## src/rtl/fp_mult_arbiter.sv

```systemverilog
// fp_mult_arbiter
//   Shares one fp_mult instance between NUM_REQ requesters. One requester is
//   granted at a time. Its operands are latched and held on mult_a/mult_b/
//   mult_rnd for the whole multiplier pipeline, because fp_mult's exception
//   stage reads a/b combinationally in its output cycle. The result is then
//   returned to that requester over a per-requester response handshake.
//
//   Build option: FP_MULT_ARB_FIXED_PRIO_EN
//     undefined : round-robin arbitration starting at rr_ptr.
//     defined   : fixed priority (lowest index wins), no rr_ptr, and an extra
//                 starve_flag output.
//
//   Ports
//     clk, rst            clock, asynchronous active-low reset
//     req_valid/req_ready per-requester request handshake (ready one-hot/zero)
//     req_a/req_b/req_rnd packed operands, requester i at [32i+31:32i] / [3i+2:3i]
//     resp_valid/ready    per-requester result handshake (valid one-hot/zero)
//     resp_z/resp_status  shared result bus, held while resp_valid is high
//     grant_idx           current or last granted requester
//     busy                high whenever the sequencer is not idle
//     mult_a/b/rnd        operands to fp_mult
//     mult_z/mult_status  result from fp_mult
//     starve_flag         (fixed priority only) some requester has waited
//                         through 16 or more grants to others
//
//   state | meaning
//   IDLE  | arbitrate; winner is accepted on this edge
//   EXEC  | operands held on fp_mult; cnt counts pipeline cycles
//   RESP  | result presented to grant_idx until it is accepted

module fp_mult_arbiter #(
    parameter int NUM_REQ  = 4,
    parameter int MULT_LAT = 1,
    parameter int IDX_W    = $clog2(NUM_REQ)
) (
    input  logic                   clk,
    input  logic                   rst,
    input  logic [NUM_REQ-1:0]     req_valid,
    output logic [NUM_REQ-1:0]     req_ready,
    input  logic [32*NUM_REQ-1:0]  req_a,
    input  logic [32*NUM_REQ-1:0]  req_b,
    input  logic [3*NUM_REQ-1:0]   req_rnd,
    output logic [NUM_REQ-1:0]     resp_valid,
    input  logic [NUM_REQ-1:0]     resp_ready,
    output logic [31:0]            resp_z,
    output logic [7:0]             resp_status,
    output logic [IDX_W-1:0]       grant_idx,
    output logic                   busy,
    output logic [31:0]            mult_a,
    output logic [31:0]            mult_b,
    output logic [2:0]             mult_rnd,
    input  logic [31:0]            mult_z,
    input  logic [7:0]             mult_status
`ifdef FP_MULT_ARB_FIXED_PRIO_EN
    ,
    output logic                   starve_flag
`endif
);

    localparam int CNT_W = (MULT_LAT < 1) ? 1 : $clog2(MULT_LAT + 1);
    localparam logic [CNT_W-1:0] CNT_LAST = CNT_W'(MULT_LAT);

    typedef enum logic [1:0] {
        ST_IDLE = 2'd0,
        ST_EXEC = 2'd1,
        ST_RESP = 2'd2
    } state_t;

    state_t           state;
    state_t           state_nxt;
    logic [CNT_W-1:0] cnt;
    logic [31:0]      op_a;
    logic [31:0]      op_b;
    logic [2:0]       op_rnd;
    logic             win_found;
    logic [IDX_W-1:0] win_idx;
    logic             accept;
    logic             resp_done;

    // ------------------------------------------------------------------
    // Arbitration
    // ------------------------------------------------------------------
`ifdef FP_MULT_ARB_FIXED_PRIO_EN
    always_comb begin
        win_found = |req_valid;
        win_idx   = '0;
        for (int i = NUM_REQ - 1; i >= 0; i--) begin
            if (req_valid[i]) win_idx = IDX_W'(i);
        end
    end
`else
    logic [IDX_W-1:0]   rr_ptr;
    logic [NUM_REQ-1:0] rot;
    logic [IDX_W-1:0]   rot_off;
    logic [IDX_W:0]     rot_sum;

    // Rotate the request vector so rr_ptr sits at bit 0, take the lowest set
    // bit, then rotate the offset back into an absolute index.
    always_comb begin
        rot       = NUM_REQ'({req_valid, req_valid} >> rr_ptr);
        win_found = |req_valid;
        rot_off   = '0;
        for (int i = NUM_REQ - 1; i >= 0; i--) begin
            if (rot[i]) rot_off = IDX_W'(i);
        end
        rot_sum = {1'b0, rr_ptr} + {1'b0, rot_off};
        if (rot_sum >= (IDX_W + 1)'(NUM_REQ)) begin
            rot_sum = rot_sum - (IDX_W + 1)'(NUM_REQ);
        end
        win_idx = rot_sum[IDX_W-1:0];
    end

    always_ff @(posedge clk or negedge rst) begin
        if (!rst) begin
            rr_ptr <= '0;
        end else if (resp_done) begin
            rr_ptr <= (grant_idx == IDX_W'(NUM_REQ - 1)) ? '0 : grant_idx + 1'b1;
        end
    end
`endif

    assign accept    = (state == ST_IDLE) && win_found;
    assign resp_done = (state == ST_RESP) && resp_ready[grant_idx];

    // ------------------------------------------------------------------
    // Sequencer
    // ------------------------------------------------------------------
    always_ff @(posedge clk or negedge rst) begin
        if (!rst) state <= ST_IDLE;
        else      state <= state_nxt;
    end

    always_comb begin
        state_nxt  = state;
        req_ready  = '0;
        resp_valid = '0;
        case (state)
            ST_IDLE: begin
                if (win_found) begin
                    req_ready = NUM_REQ'(1) << win_idx;
                    state_nxt = ST_EXEC;
                end
            end
            ST_EXEC: begin
                if (cnt == CNT_LAST) state_nxt = ST_RESP;
            end
            ST_RESP: begin
                resp_valid = NUM_REQ'(1) << grant_idx;
                if (resp_ready[grant_idx]) state_nxt = ST_IDLE;
            end
            default: state_nxt = ST_IDLE;
        endcase
    end

    // Operand and result registers. Operands only change on an accept, so
    // fp_mult sees them unchanged through EXEC and they linger afterwards.
    always_ff @(posedge clk or negedge rst) begin
        if (!rst) begin
            grant_idx   <= '0;
            cnt         <= '0;
            op_a        <= '0;
            op_b        <= '0;
            op_rnd      <= '0;
            resp_z      <= '0;
            resp_status <= '0;
        end else begin
            if (accept) begin
                op_a      <= req_a[int'(win_idx) * 32 +: 32];
                op_b      <= req_b[int'(win_idx) * 32 +: 32];
                op_rnd    <= req_rnd[int'(win_idx) * 3 +: 3];
                grant_idx <= win_idx;
                cnt       <= '0;
            end
            if (state == ST_EXEC) begin
                cnt <= cnt + 1'b1;
                if (cnt == CNT_LAST) begin
                    resp_z      <= mult_z;
                    resp_status <= mult_status;
                end
            end
        end
    end

    assign busy     = (state != ST_IDLE);
    assign mult_a   = op_a;
    assign mult_b   = op_b;
    assign mult_rnd = op_rnd;

`ifdef FP_MULT_ARB_FIXED_PRIO_EN
    // Per-requester count of grants to others while continuously waiting.
    // Saturates at 16; bit 4 is the starvation indication.
    logic [4:0] starve_cnt [NUM_REQ];

    always_ff @(posedge clk or negedge rst) begin
        if (!rst) begin
            for (int i = 0; i < NUM_REQ; i++) starve_cnt[i] <= '0;
        end else begin
            for (int i = 0; i < NUM_REQ; i++) begin
                if (!req_valid[i]) begin
                    starve_cnt[i] <= '0;
                end else if (accept) begin
                    if (win_idx == IDX_W'(i))   starve_cnt[i] <= '0;
                    else if (!starve_cnt[i][4]) starve_cnt[i] <= starve_cnt[i] + 1'b1;
                end
            end
        end
    end

    always_comb begin
        starve_flag = 1'b0;
        for (int i = 0; i < NUM_REQ; i++) begin
            if (starve_cnt[i][4]) starve_flag = 1'b1;
        end
    end
`endif

endmodule

```

## config.mk

```make
export PLATFORM = sky130hd
export DESIGN_NAME = fp_mult_arbiter
export DESIGN_NICKNAME = d
export VERILOG_FILES = /design/src/rtl/fp_mult_arbiter.sv
export SDC_FILE = /design/constraint.sdc
export NUM_CORES = 1
export LEC_CHECK = 0
export CAP_MARGIN = 25
export CELL_PAD_IN_SITES_DETAIL_PLACEMENT = 1
export CELL_PAD_IN_SITES_GLOBAL_PLACEMENT = 1
export CORE_MARGIN = 3
export CORE_UTILIZATION = 27
export DETAILED_ROUTE_END_ITERATION = 10
export HOLD_SLACK_MARGIN = 0.08
export PLACE_DENSITY_LB_ADDON = 0.15
export SLEW_MARGIN = 20
export SYNTH_ARGS = -nofsm -noshare
export SYNTH_HDL_FRONTEND = slang
export SYNTH_SLANG_ARGS = --single-unit
```

## constraint.sdc

```tcl
create_clock -name clk -period 4.4 [get_ports clk]
set_input_delay 0.88 -clock clk [delete_from_list [all_inputs] [get_ports clk]]
set_output_delay 0.88 -clock clk [all_outputs]
set_load 0.005 [all_outputs]
```

Yosys cells after proc, flatten, opt, wreduce, memory -nomap -nowiden
Index checks and enable logic that the tools add are counted.
W data, S select, Z words.
- register bits: 114
- bits of input ports: 318
- output and inout bits: 118
- word-level logic and storage cells: 53
- $add $sub $neg: 4
- multiply operators: 1
- magnitude comparators: 2
- equal/unequal tests: 6
- shift operators: 6
- mux-type cells: 17
- reductions and logical operators: 8
- operators with widths (cell ; number):
    $shiftx A128 B8 Y32 ; 2
    $mux W2 ; 9
    $mux W4 ; 3
    $shiftx A12 B5 Y3 ; 1
    $shl A1 B2 Y4 const A ; 2
    $shr A8 B2 Y4 ; 1
    $pmux W2 S3 ; 1
    $eq A2 B2 Y1 const B ; 2
    $mul A2 B2 Y4 const B ; 1
    $ne A2 B2 Y1 const B ; 2
    $reduce_bool A2 Y1 ; 2
    $reduce_or A4 Y1 ; 1
    $add A2 B2 Y3 ; 1
    $ge A3 B3 Y1 const B ; 1
    $lt A2 B3 Y1 const B ; 1
    $mux W1 ; 3
    $reduce_and A3 Y1 ; 1
    $add A2 B1 Y2 const B ; 1
    $bmux W1 S2 ; 1
    $eq A2 B1 Y1 const B ; 1
    $logic_and A1 B1 Y1 ; 2
    $logic_not A2 Y1 ; 1
    $ne A2 B1 Y1 const B ; 1
    $reduce_and A2 Y1 ; 1
    2 further kinds ; 2

Depth between registers and ports, before layout
- word-level depth: 11
- mapped depth: 12
- gate-level depth less buffers: 9

Worst setup path before layout
OpenSTA, ideal clock, no wires.
- kind: input to output
- start: in req_valid[2]
- end: out req_ready[1]
- arrival time: 2.806 ns
- data required time: 3.520 ns
- setup slack: 0.714 ns
- cell stages on the path: 12
- path buffers: 5
- cells stage by stage: buf_4 nand2_1 a21oi_1 o22ai_1 o21a_1 ha_1 buf_2 buf_2 clkbuf_1 clkbuf_1 nand2_1 nor2_1
- cells in the longest elaborated chain, start to end: 11
- RTL lines (element ; line ; RTL):
    start: declaration ; 38 ; input logic [NUM_REQ-1:0] req_valid,
    $shr A8 B2 Y4 (*) ; 100 ; rot = NUM_REQ'({req_valid, req_valid} >> rr_ptr);
    $mux W2 (3 in series) ; 104 ; if (rot[i]) rot_off = IDX_W'(i);
    $mux W2 (*) ; 104 ;
    $add A2 B2 Y3 (*) ; 106 ; rot_sum = {1'b0, rr_ptr} + {1'b0, rot_off};
    $ge A3 B3 Y1 or $sub A2 B1 Y2 (tied branches) ; 107, 108 ;
    $mux W2 (*) ; 107 ; if (rot_sum >= (IDX_W + 1)'(NUM_REQ)) begin
    via rot_sum[0] ; 95 ; logic [IDX_W:0] rot_sum;
    $shl A1 B2 Y4 (*) ; 140 ; req_ready = NUM_REQ'(1) << win_idx;
    $mux W4 (*) ; 139 ; if (win_found) begin
    $mux W4 (*) ; 137 ; case (state)
    end: declaration ; 39 ; output logic [NUM_REQ-1:0] req_ready,
Mark *: on every way through the listed nets, which the timed path passes. The rest lies on a longest branch.

Final worst setup path
- start: in req_valid[3]
- end: out req_ready[2]
- cells in the longest elaborated chain, start to end: 11
- RTL lines (element ; line):
    $shr A8 B2 Y4 ; 100
    $mux W2 (4 in series) ; 104
    $add A2 B2 Y3 ; 106
    $ge A3 B3 Y1 or $sub A2 B1 Y2 (tied branches) ; 107, 108
    $mux W2 ; 107
    $shl A1 B2 Y4 ; 140
    $mux W4 (*) ; 139
    $mux W4 (*) ; 137
Every way passes the cells marked *; elsewhere a longest branch is shown, timed or not.

==> qor.yml <==
ys_types: 40
setup_tns_ns: 0
fin_nets: 1415
postRouteAntennaNets: 0
power_density_nw_per_um2: 734
synth_area_leader_cell: "dfrtp_1"
fin_skew_ns: 0.0156
tightest_slew_ns: 0.993
maxSlewHeadroom_pct: 33.8
grt.overflow.total: 0
cpMaxStageDelayCell: "clkdlybuf4s50_1"
worstPathCellList: "clkdlybuf4s50_1 -> nand2_1 -> a2bb2oi_1 -> o221ai_1 -> o21a_1 -> ha_4 -> xnor2_2 -> nor4_4 -> nor2_2 -> nor3_1 -> clkdlybuf4s50_1"
multiInputGateArea_sq_um: 3940
grt_pass1_vias: 7634
final-seq-area_sq_um: 2850
ios: 436
num_vias: 7373
coreArea_sq_um: 25500
io_buffers: 435
cts_root_buffer: "clkbuf_16"
crit_path_start_kind: "input pin"
synthArstFlopShare_pct: 100
period_minus_slack_ns: 4.21
dr.pass1.iters: 4
final_layout_size_suffix_gt1_share_pct: 12.6
switching_share_pct: 43.1
ys_ff_latch: 114
syn_nets: 1026
wl_met3_um: 2610
hold_viol_final: 0
clockPowerShare_pct: 15.8
clkTransAtPathRegs_ns: 0.06
ys_seq_area_share_pct: 40.1
start_util_pct: 27.9
htreeDepth: 4
routedWlPerCell_um: 21.7
pwr-share-seq_pct: 21.1
p_comb_share_pct: 63.1
dieWidth_um: 168
layout.cells.most_common: "clkdlybuf4s50_1"
drc: 0
p_sw_w: 0.00391
worstSetupPathType: "input pin to output port"
cap_viol_max_count: 0
synth_top_area_share_pct: 40.1
ir_drop_mv: 0.554
grt_max_degree: 138
top_layer: "met5"
syn_area_per_cell_sq_um: 10.1
dpl.hpwl_um: 22200
regToRegSetupSlack_ns: 1.27
grt_setup_unrepaired: "no"
syn_inst: 703
synthTopCellsByArea: "dfrtp_1, nor2b_1, a221oi_1"
ys.flop_type: "dfrtp_1"
dpl_cell_area_sq_um: 11700
leakagePower_nw: 4.65
postCtsHoldBufs: 0
cts_tree: "done"
ff2ff_path_depth: 10
post-route-period-util_pct: 95.7
cts_inserted_buffers: 17
layout_setup_ws_ns: 0.190
status: "complete, no violations"
wl_met2_um: 15500
die-area_sq_um: 28400
drt_iter0_drc: 345
fin_util_pct: 48.4
min_path_type: "input pin to async pin"
insertion_delay_ns: 0.42
critPathMaxStageDelay_ns: 0.55
synth_area_sq_um: 7120
dp_slack_ns: 0.0744
post_cts_resized: 0
design_area_sq_um: 12400
area_growth_pct: 73.5
mostFrequentLayoutCells: "clkdlybuf4s50_1, nor2b_1, dfrtp_1"
cts_setup_buffers: 0
met1_length_um: 12400
drv_slew: 0
synth-edff-count: 0
p_int_w: 0.00516
viasPerCell: 5.13
cp_common_cell: "clkdlybuf4s50_1"
fillers: 2839
power_w: 0.00907
crit_required_ns: 3.52
drt-total-wl_um: 31200
clk_path_buf_depth: 2
crit_arrival_ns: 3.33
track_usage_pct: 21.1
end_kind: "output port"
setup_violations: 0
max_freq_mhz: 238
antenna_found_initial: 3
path_max_fanout: 6
ys_warn_count: 0
grt_pass1_wl_um: 46500
rr_startpoint: "rr_ptr[1]"
clkSinkCount: 114
rows: 58
gp_congestion: 0.772
reg2reg_to: "mult_a[22]"
die_h_um: 168
==> state kept, by name, indices dropped and copies added, names as in the netlist, 2 cells and up <==
| register | count |
|---|---|
| rr_ptr | 2 |
| mult_a | 32 |
| resp_z | 32 |
| resp_status | 8 |
| mult_b | 32 |
| grant_idx | 2 |
| mult_rnd | 3 |
| state | 2 |
==> how the worst max path moves through the flow <==
stage / cells past startpoint / to / from / slack [ns]
floorplan: 12 / req_ready[1] / req_valid[2] / 0.71
global placement: 11 / req_ready[0] / req_valid[3] / 0.12
detailed placement: 11 / req_ready[0] / req_valid[3] / 0.07
CTS: 11 / req_ready[0] / req_valid[3] / 0.05
global route: 11 / req_ready[2] / req_valid[3] / 0.01
finish: 11 / req_ready[2] / req_valid[3] / 0.19
==> per-layer routing <==
layer  vias to the layer above  GRT usage (%)
met1                      3578           24.8
met2                       290           36.9
met5                         -              0
li1                       3466              -
met3                        35           7.18
met4                         4           5.69
==> critical path: cells and delay by family <==
family,cells,cell delay (ns)
xor gates and xnor gates,1,0.17
and+or+nand+nor,4,0.57
adders and majority gates,1,0.18
AOI/OAI and AO/OA,3,0.45
buffers and inverters,2,1.08
==> cell usage after synthesis, drive strengths merged, types with 5 or more instances <==
library cell	number
a2111oi	67
a221oi	67
buf	26
clkbuf	54
dfrtp	114
ha	5
mux2	41
nand2	75
nor2	5
nor2b	139
o21ai	6
o31ai	69
==> area by class of cell <==
cell class                      count  share of cell area [%]
Inverter                            4                   0.122
Antenna cell                        2                  0.0405
Timing Repair Buffer              450                    36.7
Clock buffer                       18                    3.55
Clock inverter                     14                    1.24
Sequential cell                   114                    23.1
Tap cell                          330                    3.34
Multi-Input combinational cell    505                    31.9
==> kinds of logic (layout without fill, tap and decap cells) <==
family / after synthesis / count (layout) / share of synthesized area [%]
xor+xnor: 3 / 3 / 0.369
other cells: 0 / 2 / 0
buf+inv: 84 / 486 / 5.18
mux: 43 / 43 / 6.94
fa+ha+maj: 5 / 5 / 0.879
simple gates: 237 / 237 / 18.3
flops: 114 / 114 / 40.1
compound gates: 217 / 217 / 28.3
==> power by group through the flow <==
stage	Sequential (W)	Clock, W	Combinational (W)
2_1_floorplan	0.00194	0	0.00345
3_3_place_gp	0.00190	0	0.00571
3_5_place_dp	0.00193	0	0.00579
4_1_cts	0.00192	0.00146	0.00581
5_1_grt	0.00199	0.00151	0.00633
6_report	0.00192	0.00143	0.00572
==> per-stage QoR <==
| step | hold slack, ns | instances |
|---|---|---|
| global placement | 0.459 | 1401 |
| global route | 0.460 | 1436 |
| CTS | 0.451 | 1434 |
| floorplan | 0.473 | 703 |
| detailed placement | 0.465 | 1402 |
| finish | 0.440 | 1437 |
Power figures use the tool's default switching activity.
